$ cat config.mk
export PLATFORM = sky130hd
export DESIGN_NAME = mem_arbiter
export DESIGN_NICKNAME = d
export VERILOG_FILES = /design/src/rtl/mem_arbiter.sv
export SDC_FILE = /design/constraint.sdc
export NUM_CORES = 1
export LEC_CHECK = 0
export CAP_MARGIN = 20
export CORE_AREA = 2 2 103 105
export DETAILED_ROUTE_END_ITERATION = 8
export DIE_AREA = 0 0 105 107
export DONT_BUFFER_PORTS = 1
export PLACE_DENSITY_LB_ADDON = 0.3
export SLEW_MARGIN = 40
export SYNTH_ARGS = -nofsm -noshare
export SYNTH_HDL_FRONTEND = slang
export SYNTH_SLANG_ARGS = --single-unit
export TNS_END_PERCENT = 30
$ cat constraint.sdc
create_clock -name clock -period 2 [get_ports clock]
set_clock_uncertainty 0.2 [all_clocks]
set_input_delay 0.5 -clock clock [delete_from_list [all_inputs] [get_ports clock]]
set_output_delay 0.5 -clock clock [all_outputs]
set_load 0.005 [all_outputs]
$ cat src/rtl/mem_arbiter.sv
// rtl/mem_arbiter.sv - two-port (fetch/data) arbiter onto a single-outstanding memory port
module mem_arbiter #(
    parameter int MEM_LAT = 2
) (
    input  logic        clock,
    input  logic        reset,
    input  logic        if_req,
    input  logic [31:0] if_addr,
    output logic        if_ack,
    output logic [31:0] if_rdata,
    input  logic        d_req,
    input  logic        d_wr,
    input  logic [31:0] d_addr,
    input  logic [31:0] d_wdata,
    output logic        d_ack,
    output logic [31:0] d_rdata,
    output logic        mem_en,
    output logic        mem_wr,
    output logic [31:0] mem_addr,
    output logic [31:0] mem_wdata,
    input  logic [31:0] mem_rdata,
    output logic        busy
);

    typedef enum logic [1:0] {S_IDLE, S_ISSUE, S_WAIT, S_RESP} state_t;

    localparam logic       OWN_FETCH = 1'b0;
    localparam logic       OWN_DATA  = 1'b1;
    localparam logic [3:0] CNT_LAST  = 4'(MEM_LAT - 1);

    state_t      r_state;
    state_t      w_next;
    logic [3:0]  r_cnt;
    logic        r_last_grant;
    logic        r_owner;
    logic        r_wr;
    logic [31:0] r_addr;
    logic [31:0] r_wdata;
    logic [31:0] r_if_rdata;
    logic [31:0] r_d_rdata;
    logic        w_any_req;
    logic        w_grant_data;

    // On contention the port that did not win last time gets the grant.
    assign w_any_req    = if_req | d_req;
    assign w_grant_data = d_req & (~if_req | (r_last_grant == OWN_FETCH));

    always_ff @(posedge clock) begin
        if (reset) r_state <= S_IDLE;
        else       r_state <= w_next;
    end

    always_comb begin
        w_next = r_state;
        case (r_state)
            S_IDLE:  if (w_any_req) w_next = S_ISSUE;
            S_ISSUE: w_next = r_wr ? S_RESP : S_WAIT;
            S_WAIT:  if (r_cnt == CNT_LAST) w_next = S_RESP;
            S_RESP:  w_next = S_IDLE;
            default: w_next = S_IDLE;
        endcase
    end

    always_ff @(posedge clock) begin
        if (reset) begin
            r_cnt        <= 4'd0;
            r_last_grant <= OWN_DATA;
            r_owner      <= OWN_FETCH;
            r_wr         <= 1'b0;
            r_addr       <= 32'd0;
            r_wdata      <= 32'd0;
            r_if_rdata   <= 32'd0;
            r_d_rdata    <= 32'd0;
        end else begin
            case (r_state)
                S_IDLE: begin
                    if (w_any_req) begin
                        r_owner      <= w_grant_data;
                        r_last_grant <= w_grant_data;
                        r_addr       <= w_grant_data ? d_addr : if_addr;
                        r_wr         <= w_grant_data & d_wr;
                        r_wdata      <= w_grant_data ? d_wdata : 32'd0;
                    end
                end
                S_ISSUE: begin
                    r_cnt <= 4'd0;
                    if (r_wr) r_d_rdata <= 32'd0;
                end
                S_WAIT: begin
                    r_cnt <= r_cnt + 4'd1;
                    // Last wait cycle: memory data is valid now.
                    if (r_cnt == CNT_LAST) begin
                        if (r_owner == OWN_DATA) r_d_rdata  <= mem_rdata;
                        else                     r_if_rdata <= mem_rdata;
                    end
                end
                default: ;
            endcase
        end
    end

    always_comb begin
        mem_en    = (r_state == S_ISSUE);
        mem_wr    = (r_state == S_ISSUE) & r_wr;
        if_ack    = (r_state == S_RESP) & (r_owner == OWN_FETCH);
        d_ack     = (r_state == S_RESP) & (r_owner == OWN_DATA);
        busy      = (r_state != S_IDLE);
        mem_addr  = r_addr;
        mem_wdata = r_wdata;
        if_rdata  = r_if_rdata;
        d_rdata   = r_d_rdata;
    end

endmodule

==> flow_summary.yaml, run 1 <==
timing:
  fmax_mhz: 485.0
  finalCriticalPeriod_ps: 2062
  totalNegativeSetupSlack_ps: -114.4
  drv_slew: 0
  rsz0062_at_grt: "yes"
  max_slew_margin_pct: 64.35
  hold_viol: 86
  hold-worst-slack_ps: -144.6
  min_period_over_period_pct: 103.1
  setup_ws_ps: -61.67
  worst_slew_pin_slew_ps: 533.6
  setup_violations: 6
finish:
  multi_input_area_um2: 2755
  drive_gt1_share_pct: 14.79
  fillerInstances: 703
  regArea_um2: 2755
  area_delta_synth_final_pct: 28.78
  final_nets: 785
  final_cell_mix: "dfxtp_1, nor2_1, nand3_1, mux2i_1, dlygate4sd3_1"
  final_common_cell: "dfxtp_1"
  final_core_util_pct: 71.57
  diodes: 0
global_routing:
  overflow: 0
  track_usage_pct: 26.10
  grt_max_degree: 109
  grt_pass1_wl_um: 23600
  grt_antenna_before_repair: 0
  grt_pass1_vias: 4789
worst_setup_path:
  setup.worst_path.end_class: "flop"
  required_ps: 2230
  crit_fanout: 16
  slowest_stage: "or3b_4"
  crit_chain: "ha_4 -> or3b_4 -> a221oi_4 -> buf_6 -> clkbuf_16 -> mux2i_1"
  arrival_ps: 2290
  timing_worst_setup_path_type: "reg2reg"
  start_kind: "flop"
  max_stage_delay_ps: 390
clock_network:
  cts_tree: "built"
  root_buffer: "clkbuf_8"
  cts.clk_slew.worst_paths_ps: 60
  htreeDepth: 4
  cts_buffers: 17
  clk_latency_ps: 520
  numClockSinks: 137
  hold_buffers: 53
  cts_buffer_depth: 2
floorplanning:
  chipHeight_um: 107
  core_um2: 10090
  num_rows: 37
  initial_utilization_pct: 55.58
  io_pins: 266
  die_area_um2: 11240
  fp.dieW_um: 105
yosys:
  syn_inst: 606
  synth.yosys.seq_area_share_pct: 48.90
  synth.distinct_cells: 36
  async_reset_ff_share_pct: 0
  syn_avg_cell_area_um2: 9.256
  yosys_warnings: 0
  postSynthRegisterBits: 137
  ys.flop_type: "dfxtp_1"
  syn_area_um2: 5609
  synth-edff-count: 0
  syn_nets: 748
drt:
  drt-vias-per-instance: 6.134
  drtIter0Drc: 367
  drc: 0
  ant_nets: 0
  post_drt_wl_per_cell_um: 20.56
  route.vias.total: 4858
  drt-total-wl_um: 16290
  first_pass_iters: 5
min_path:
  hold_path.class: "in2reg"
place:
  port_buffers: 0
  hpwl_um: 9438
  dp_slack_ps: -18.91
  gp_congestion: 0.7629
pwr:
  finalPower_mw: 9.532
  peakVddDrop_mv: 0.8011
  p_leak_nw: 2.621
  power_density_nw_per_um2: 1320
outcome:
  violations: "hold timing, setup timing"
  status: "finished, violations left"
flow_run:
  maxCapViolations: 0
-- worst paths after layout --
kind / from / endpoint / slack (ps) / cells past startpoint
worst max-delay path: r_cnt[0] / d_rdata[3] / -60 / 6
worst min-delay path: reset / if_rdata[7] / -140 / 1
worst max register to register: r_cnt[0] / d_rdata[3] / -60 / 6
worst min register to register: d_rdata[17] / d_rdata[17] / 280 / 2
-- cells by family (layout without fill, tap and decap cells) --
group	Yosys count	after routing	synth area share, %
and+or+nand+nor	180	180	14.45
DFF	137	137	48.90
muxes	65	65	11.60
AOI/OAI and AO/OA	147	147	17.67
adders and majority gates	9	9	2.008
buffers and inverters	68	118	5.376
-- routing by layer --
metal,track usage (%),up-vias,wire length (µm)
met5,0,-,0
met4,10.86,0,294
met3,8.693,35,1425
met2,45.73,271,8428
met1,29.08,2290,6139
li1,-,2262,-
-- synth_stat cells, drive strengths merged, types with 3 or more instances --
| master | count | area, µm² |
|---|---|---|
| dfxtp | 137 | 2743 |
| o21ai | 36 | 180.2 |
| and2 | 3 | 18.77 |
| clkbuf | 44 | 165.2 |
| nand3 | 64 | 320.3 |
| nor2b | 4 | 25.02 |
| mux2i | 65 | 650.6 |
| nor2 | 66 | 247.7 |
| a21oi | 35 | 175.2 |
| a211oi | 33 | 247.7 |
| a32oi | 33 | 289.0 |
| buf | 17 | 110.1 |
| nand2 | 33 | 123.9 |
| ha | 9 | 112.6 |
| inv | 7 | 26.28 |
-- final cells by class --
type / instances / share of cell area, %
flip-flops and latches: 137 / 38.14
multi-input cells: 401 / 38.14
repair buffers: 79 / 12.26
clock buffers: 19 / 5.976
clock inverters: 13 / 2.650
well taps: 136 / 2.356
inverters: 7 / 0.4677
-- through the flow --
stage	cell area (µm²)	instances
final	7223	792
after detailed placement	5715	697
after floorplan	5627	606
after global placement	5715	697
after CTS	6940	783
after global routing	7223	792
-- sequential cells by signal, indices dropped and copies added (netlist names) --
signal        count
d_rdata          32
if_rdata         32
mem_addr         32
mem_wdata        32
r_cnt             4
r_state           2
r_last_grant      1
r_owner           1
r_wr              1
-- worst max-delay path: cells and delay by family, from the launching register on --
kind	cells	cell delay, ps
flip-flops	1	380
AO/OA/AOI/OAI	1	280
multiplexers	1	250
buffers and inverters	2	340
AND/OR/NAND/NOR	1	390
adder cells (fa/ha/maj)	1	130
-- what timing repair did --
item / CTS / global route
hold endpoints to repair: 135 / 87
gates cloned: 0 / 5
resized for setup: 19 / 31
endpoints found under the setup margin: 12 / 54
setup buffers: 1 / 7
pin swaps: 1 / 5
-- power breakdown --
part / leakage [nW] / internal [mW] / switching, mW / total, mW
combinational: 1.21 / 1.24 / 1.48 / 2.72
clock: 0.296 / 2.07 / 1.21 / 3.28
sequential: 1.12 / 3.16 / 0.374 / 3.53
total: 2.62 / 6.47 / 3.06 / 9.53
(Power assumes the default switching activity.)
==> run 2, diff against run 1 <==
--- a/config.mk
+++ b/config.mk
@@ -5,13 +5,13 @@
 export SDC_FILE = /design/constraint.sdc
 export NUM_CORES = 1
 export LEC_CHECK = 0
-export CAP_MARGIN = 20
+export CAP_MARGIN = 30
 export CORE_AREA = 2 2 103 105
 export DETAILED_ROUTE_END_ITERATION = 8
 export DIE_AREA = 0 0 105 107
 export DONT_BUFFER_PORTS = 1
 export PLACE_DENSITY_LB_ADDON = 0.3
-export SLEW_MARGIN = 40
+export SLEW_MARGIN = 20
 export SYNTH_ARGS = -nofsm -noshare
 export SYNTH_HDL_FRONTEND = slang
 export SYNTH_SLANG_ARGS = --single-unit
==> constraint.sdc (replaced) <==
create_clock -name clock -period 2 [get_ports clock]
set_clock_uncertainty 0.2 [all_clocks]
set_input_delay 0.3 -clock clock [delete_from_list [all_inputs] [get_ports clock]]
set_output_delay 0.3 -clock clock [all_outputs]
set_load 0.005 [all_outputs]
==> run 2 against run 1 <==
Compared with the run above:
- the flow finishes with violations (hold timing)
- highest routed layer unchanged
- critical path type unchanged
- register-to-register slack gained 90 ps
- first-iteration DRC count shrank 22%
- sequential share of layout area grew 2.3 points
- sequential cell count is the same
- hold slack lost 200 ps
- clock power shrank 5%
- sequential power is essentially flat
- die area is the same
==> flow_summary.yaml, run 2 (synthesized netlist as in run 1, its figures left out) <==
finish:
  drive_gt1_share_pct: 11.36
  final_common_cell: "dfxtp_1"
  final_nets: 763
  final_cell_mix: "dfxtp_1, nor2_1, nand3_1, mux2i_1"
  area_delta_synth_final_pct: 21.26
  fillerInstances: 771
  final_core_util_pct: 67.39
  diodes: 0
  finalNonFillerCells: 770
  final_area_um2: 6802
floorplanning:
  die_area_um2: 11240
  chipHeight_um: 107
  core_um2: 10090
  initial_utilization_pct: 55.58
  fp.dieW_um: 105
  num_rows: 37
  io_pins: 266
place:
  hpwl_um: 9388
  gp_congestion: 0.7682
  dpl-instance-area_um2: 5715
  dp_cells: 697
  port_buffers: 0
  dp_slack_ps: -44.04
timing:
  min_period_over_period_pct: 98.78
  setup_violations: 0
  hold_viol: 104
  setup_ws_ps: 24.49
  rsz0062_at_grt: "yes"
  finalCriticalPeriod_ps: 1976
  max_slew_margin_pct: 69.90
  drv_slew: 0
  fmax_mhz: 506.2
  hold-worst-slack_ps: -344.4
  totalNegativeSetupSlack_ps: 0
  worst_slew_pin_slew_ps: 450.5
worst_setup_path:
  crit_fanout: 8
  setup.worst_path.end_class: "flop"
  required_ps: 2240
  crit_chain: "inv_2 -> ha_4 -> or3b_4 -> a221oi_4 -> buf_6 -> clkbuf_16 -> mux2i_1"
  start_kind: "flop"
  arrival_ps: 2220
  slowest_stage: "or3b_4"
  timing_worst_setup_path_type: "reg2reg"
  max_stage_delay_ps: 390
global_routing:
  overflow: 0
  grt_pass1_vias: 4566
  grt_antenna_before_repair: 0
  grt_max_degree: 109
  track_usage_pct: 25.52
  grt_pass1_wl_um: 23000
drt:
  drc: 0
  drt-total-wl_um: 15050
  drtIter0Drc: 287
  post_drt_wl_per_cell_um: 19.55
  route.vias.total: 4732
  drt-vias-per-instance: 6.145
  ant_nets: 0
  first_pass_iters: 4
clock_network:
  numClockSinks: 137
  cts_buffer_depth: 2
  clk_latency_ps: 520
  root_buffer: "clkbuf_8"
  hold_buffers: 35
  htreeDepth: 4
  cts_tree: "built"
  cts_buffers: 17
  cts.clk_slew.worst_paths_ps: 60
pwr:
  peakVddDrop_mv: 0.7329
  finalPower_mw: 8.974
  power_density_nw_per_um2: 1319
  p_leak_nw: 2.402
min_path:
  hold_path.class: "in2reg"
flow_run:
  maxCapViolations: 0
outcome:
  status: "finished, violations left"
  violations: "hold timing"
run 2: cell types whose count changed in the layout (fill, tap and decap cells not counted), sizes merged:
cell / previous run / this run
clkinv: 3 / 6
buf: 24 / 20
bufinv: 4 / 2
dlygate4sd3: 48 / 35
dlymetal6s4s: 2 / 0
inv: 10 / 6
run 2: final cells by class:
cell class / instances / area, µm² / share of cell area (%)
Sequential cell: 137 / 2749 / 40.42
Multi-Input combinational cell: 401 / 2629 / 38.65
Timing Repair Buffer: 57 / 628.1 / 9.235
Clock buffer: 22 / 484.2 / 7.119
Tap cell: 136 / 170.2 / 2.502
Clock inverter: 10 / 115.1 / 1.692
Inverter: 7 / 26.28 / 0.3863
run 2: power by group:
group / switching [mW] / total (mW) / internal (mW)
registers: 0.358 / 3.51 / 3.15
logic: 1.35 / 2.36 / 1.02
clock network: 1.15 / 3.10 / 1.94
run 2: path summary, 6_finish.rpt:
check	cells past startpoint	endpoint	from	slack, ps
hold reg to reg	2	d_rdata[10]	d_rdata[10]	280
setup / recovery	7	d_rdata[28]	r_cnt[1]	20
hold / removal	1	if_rdata[5]	reset	-340
setup reg to reg	7	d_rdata[28]	r_cnt[1]	20
run 2: timing repair:
action                     in CTS  in global routing
setup buffers                   1                  2
gates cloned                    1                  2
setup endpoints to repair      35                 34
gates resized for setup         6                  7
pin swaps                       1                  0
hold endpoints to repair      136                104
run 2: worst max-delay path: cells and delay by family (launching register included):
| family | cells | cell delay (ps) |
|---|---|---|
| muxes | 1 | 200 |
| DFF | 1 | 320 |
| adders and majority gates | 1 | 120 |
| buffers and inverters | 3 | 450 |
| and+or+nand+nor | 1 | 390 |
| AOI/OAI and AO/OA | 1 | 230 |
run 2: per-layer routing:
layer / wire [µm] / vias to the layer above / share of wire, % / global-route usage [%]
met1: 5810 / 2238 / 39 / 29.94
met3: 1344 / 33 / 8.9 / 7.842
met5: 0 / - / 0 / 0
met4: 350 / 0 / 2.3 / 10.76
li1: - / 2219 / - / -
met2: 7548 / 242 / 50 / 43.32
==> run 3, diff against run 2 <==
--- a/config.mk
+++ b/config.mk
@@ -11,6 +11,7 @@
 export DIE_AREA = 0 0 105 107
 export DONT_BUFFER_PORTS = 1
 export PLACE_DENSITY_LB_ADDON = 0.3
+export SETUP_SLACK_MARGIN = 0.2
 export SLEW_MARGIN = 20
 export SYNTH_ARGS = -nofsm -noshare
 export SYNTH_HDL_FRONTEND = slang
==> run 3 against run 2 <==
Compared with the run above:
- the flow finishes with violations (hold timing, setup timing)
- cell count rose by 0.78%
- cell area is 2.3% higher
- global-route usage up 0.15 points
- largest power group unchanged
- critical path depth is the same
- die area unchanged
- clock-buffer cell count shrank 3
- sequential share of layout area is 0.89 points lower
- hold slack improved by 4.9 ps
- utilization is 1.5 points higher
- wire length about the same
==> flow_summary.yaml, run 3 (synthesized netlist as in run 1, its figures left out) <==
min_path:
  hold_path.class: "in2reg"
  min_to: "mem_addr[26]"
  hold_start: "reset"
  hold_depth: 1
worst_setup_path:
  r2r-start: "r_cnt[1]"
  timing_worst_setup_path_type: "reg2reg"
  start_kind: "flop"
  rr_worst_depth: 7
  rr_endpoint: "d_rdata[13]"
  setup.worst_path.end_class: "flop"
  reg2reg_slack_ps: -50
  arrival_ps: 2270
  required_ps: 2220
  crit_fanout: 8
timing:
  rsz0062_at_grt: "yes"
  hold-worst-slack_ps: -339.5
  drv_slew: 0
  setup_violations: 3
  fmax_mhz: 488.6
  max_slew_margin_pct: 64.55
  hold_viol: 105
  worst_slew_pin_slew_ps: 530.5
  min_period_over_period_pct: 102.3
  setup_ws_ps: -46.85
  finalCriticalPeriod_ps: 2047
place:
  gp_congestion: 0.7999
  dp_slack_ps: -42.67
  port_buffers: 0
  hpwl_um: 9530
pwr:
  switchingPower_mw: 2.936
  p_int_mw: 6.241
  power_density_nw_per_um2: 1319
  peakVddDrop_mv: 0.7471
  seqPwrFrac_pct: 38.3
  p_comb_share_pct: 27.3
  switching_share_pct: 31.99
  p_clk_share_pct: 34.5
  finalPower_mw: 9.177
  p_leak_nw: 2.452
clock_network:
  htreeDepth: 4
  cts_buffers: 17
  numClockSinks: 137
  cts.clk_slew.worst_paths_ps: 60
  root_buffer: "clkbuf_8"
  hold_buffers: 35
  clk_latency_ps: 510
  cts_tree: "built"
  cts_buffer_depth: 2
flow_run:
  maxCapViolations: 0
floorplanning:
  chipHeight_um: 107
  fp.dieW_um: 105
  die_area_um2: 11240
  initial_utilization_pct: 55.58
  num_rows: 37
  core_um2: 10090
  io_pins: 266
finish:
  final_nets: 769
  final_common_cell: "dfxtp_1"
  area_delta_synth_final_pct: 24.00
  final_cell_mix: "dfxtp_1, nor2_1, nand3_1, mux2i_1"
  diodes: 0
  fillerInstances: 774
  drive_gt1_share_pct: 14.84
global_routing:
  overflow: 0
  grt_pass1_wl_um: 23230
  grt_pass1_vias: 4641
  grt_max_degree: 109
  grt_antenna_before_repair: 0
  track_usage_pct: 25.66
drt:
  post_drt_wl_per_cell_um: 19.41
  first_pass_iters: 5
  drtIter0Drc: 364
  route.vias.total: 4755
  drt-vias-per-instance: 6.128
  ant_nets: 0
  drt-total-wl_um: 15060
  drc: 0
outcome:
  status: "finished, violations left"
  violations: "hold timing, setup timing"
[run 3: worst max-delay path, stage by stage, from the launching register on]
cell and delay, ps:
dfxtp_2 320, inv_2 70, ha_4 120, or3b_4 390
a221oi_4 310, buf_4 180, buf_12 130, mux2i_2 240
[run 3: final cells by class]
| cell class | count | area, µm² | area share, % |
|---|---|---|---|
| multi-input combinational | 401 | 2715 | 39.04 |
| clock inverter | 13 | 166.4 | 2.393 |
| clock buffer | 19 | 441.7 | 6.350 |
| sequential | 137 | 2749 | 39.52 |
| tap | 136 | 170.2 | 2.446 |
| inverter | 7 | 26.28 | 0.3778 |
| timing repair buffer | 63 | 686.9 | 9.876 |
[run 3: what timing repair did]
action	in CTS	in global routing
setup buffers	6	1
gates resized for setup	10	24
pin swaps	1	1
hold endpoints to repair	137	105
cloned	2	0
setup endpoints to repair	79	81
[run 3: metrics by stage]
stage	instances	util, %	setup TNS (ps)	hold WS, ps	cell area (µm²)
4_1_cts	775	67.87	0	-364.3	6849
6_report	776	68.92	-60.67	-339.5	6955
5_1_grt	776	68.92	-1685	-368.5	6955
3_3_place_gp	700	57.10	0	176.2	5763
3_5_place_dp	700	57.10	-134.8	182.3	5763
2_1_floorplan	606	-	-818.0	247.7	5629
[run 3: worst max path at each step]
| stage | endpoint | cells after the start | startpoint |
|---|---|---|---|
| floorplan | d_rdata[1] | 7 | r_cnt[1] |
| global placement | d_rdata[10] | 6 | r_cnt[1] |
| detailed placement | r_state[1] | 6 | r_cnt[1] |
| CTS | d_rdata[2] | 7 | r_cnt[1] |
| global route | d_rdata[13] | 7 | r_cnt[1] |
| finish | d_rdata[13] | 7 | r_cnt[1] |
[run 3: routing by layer]
| layer | track usage [%] | routed length, µm |
|---|---|---|
| met2 | 45.08 | 7898 |
| met3 | 9.848 | 1309 |
| met5 | 0 | 0 |
| met1 | 28.73 | 5684 |
| met4 | 8.095 | 166 |
[run 3: power by group through the flow]
stage	Clock, mW	Sequential [mW]	Combinational, mW
floorplan	0	3.45	1.65
global placement	0	3.55	1.96
detailed placement	0	3.56	2.05
CTS	3.20	3.50	2.37
global route	3.32	3.56	2.73
finish	3.16	3.51	2.50
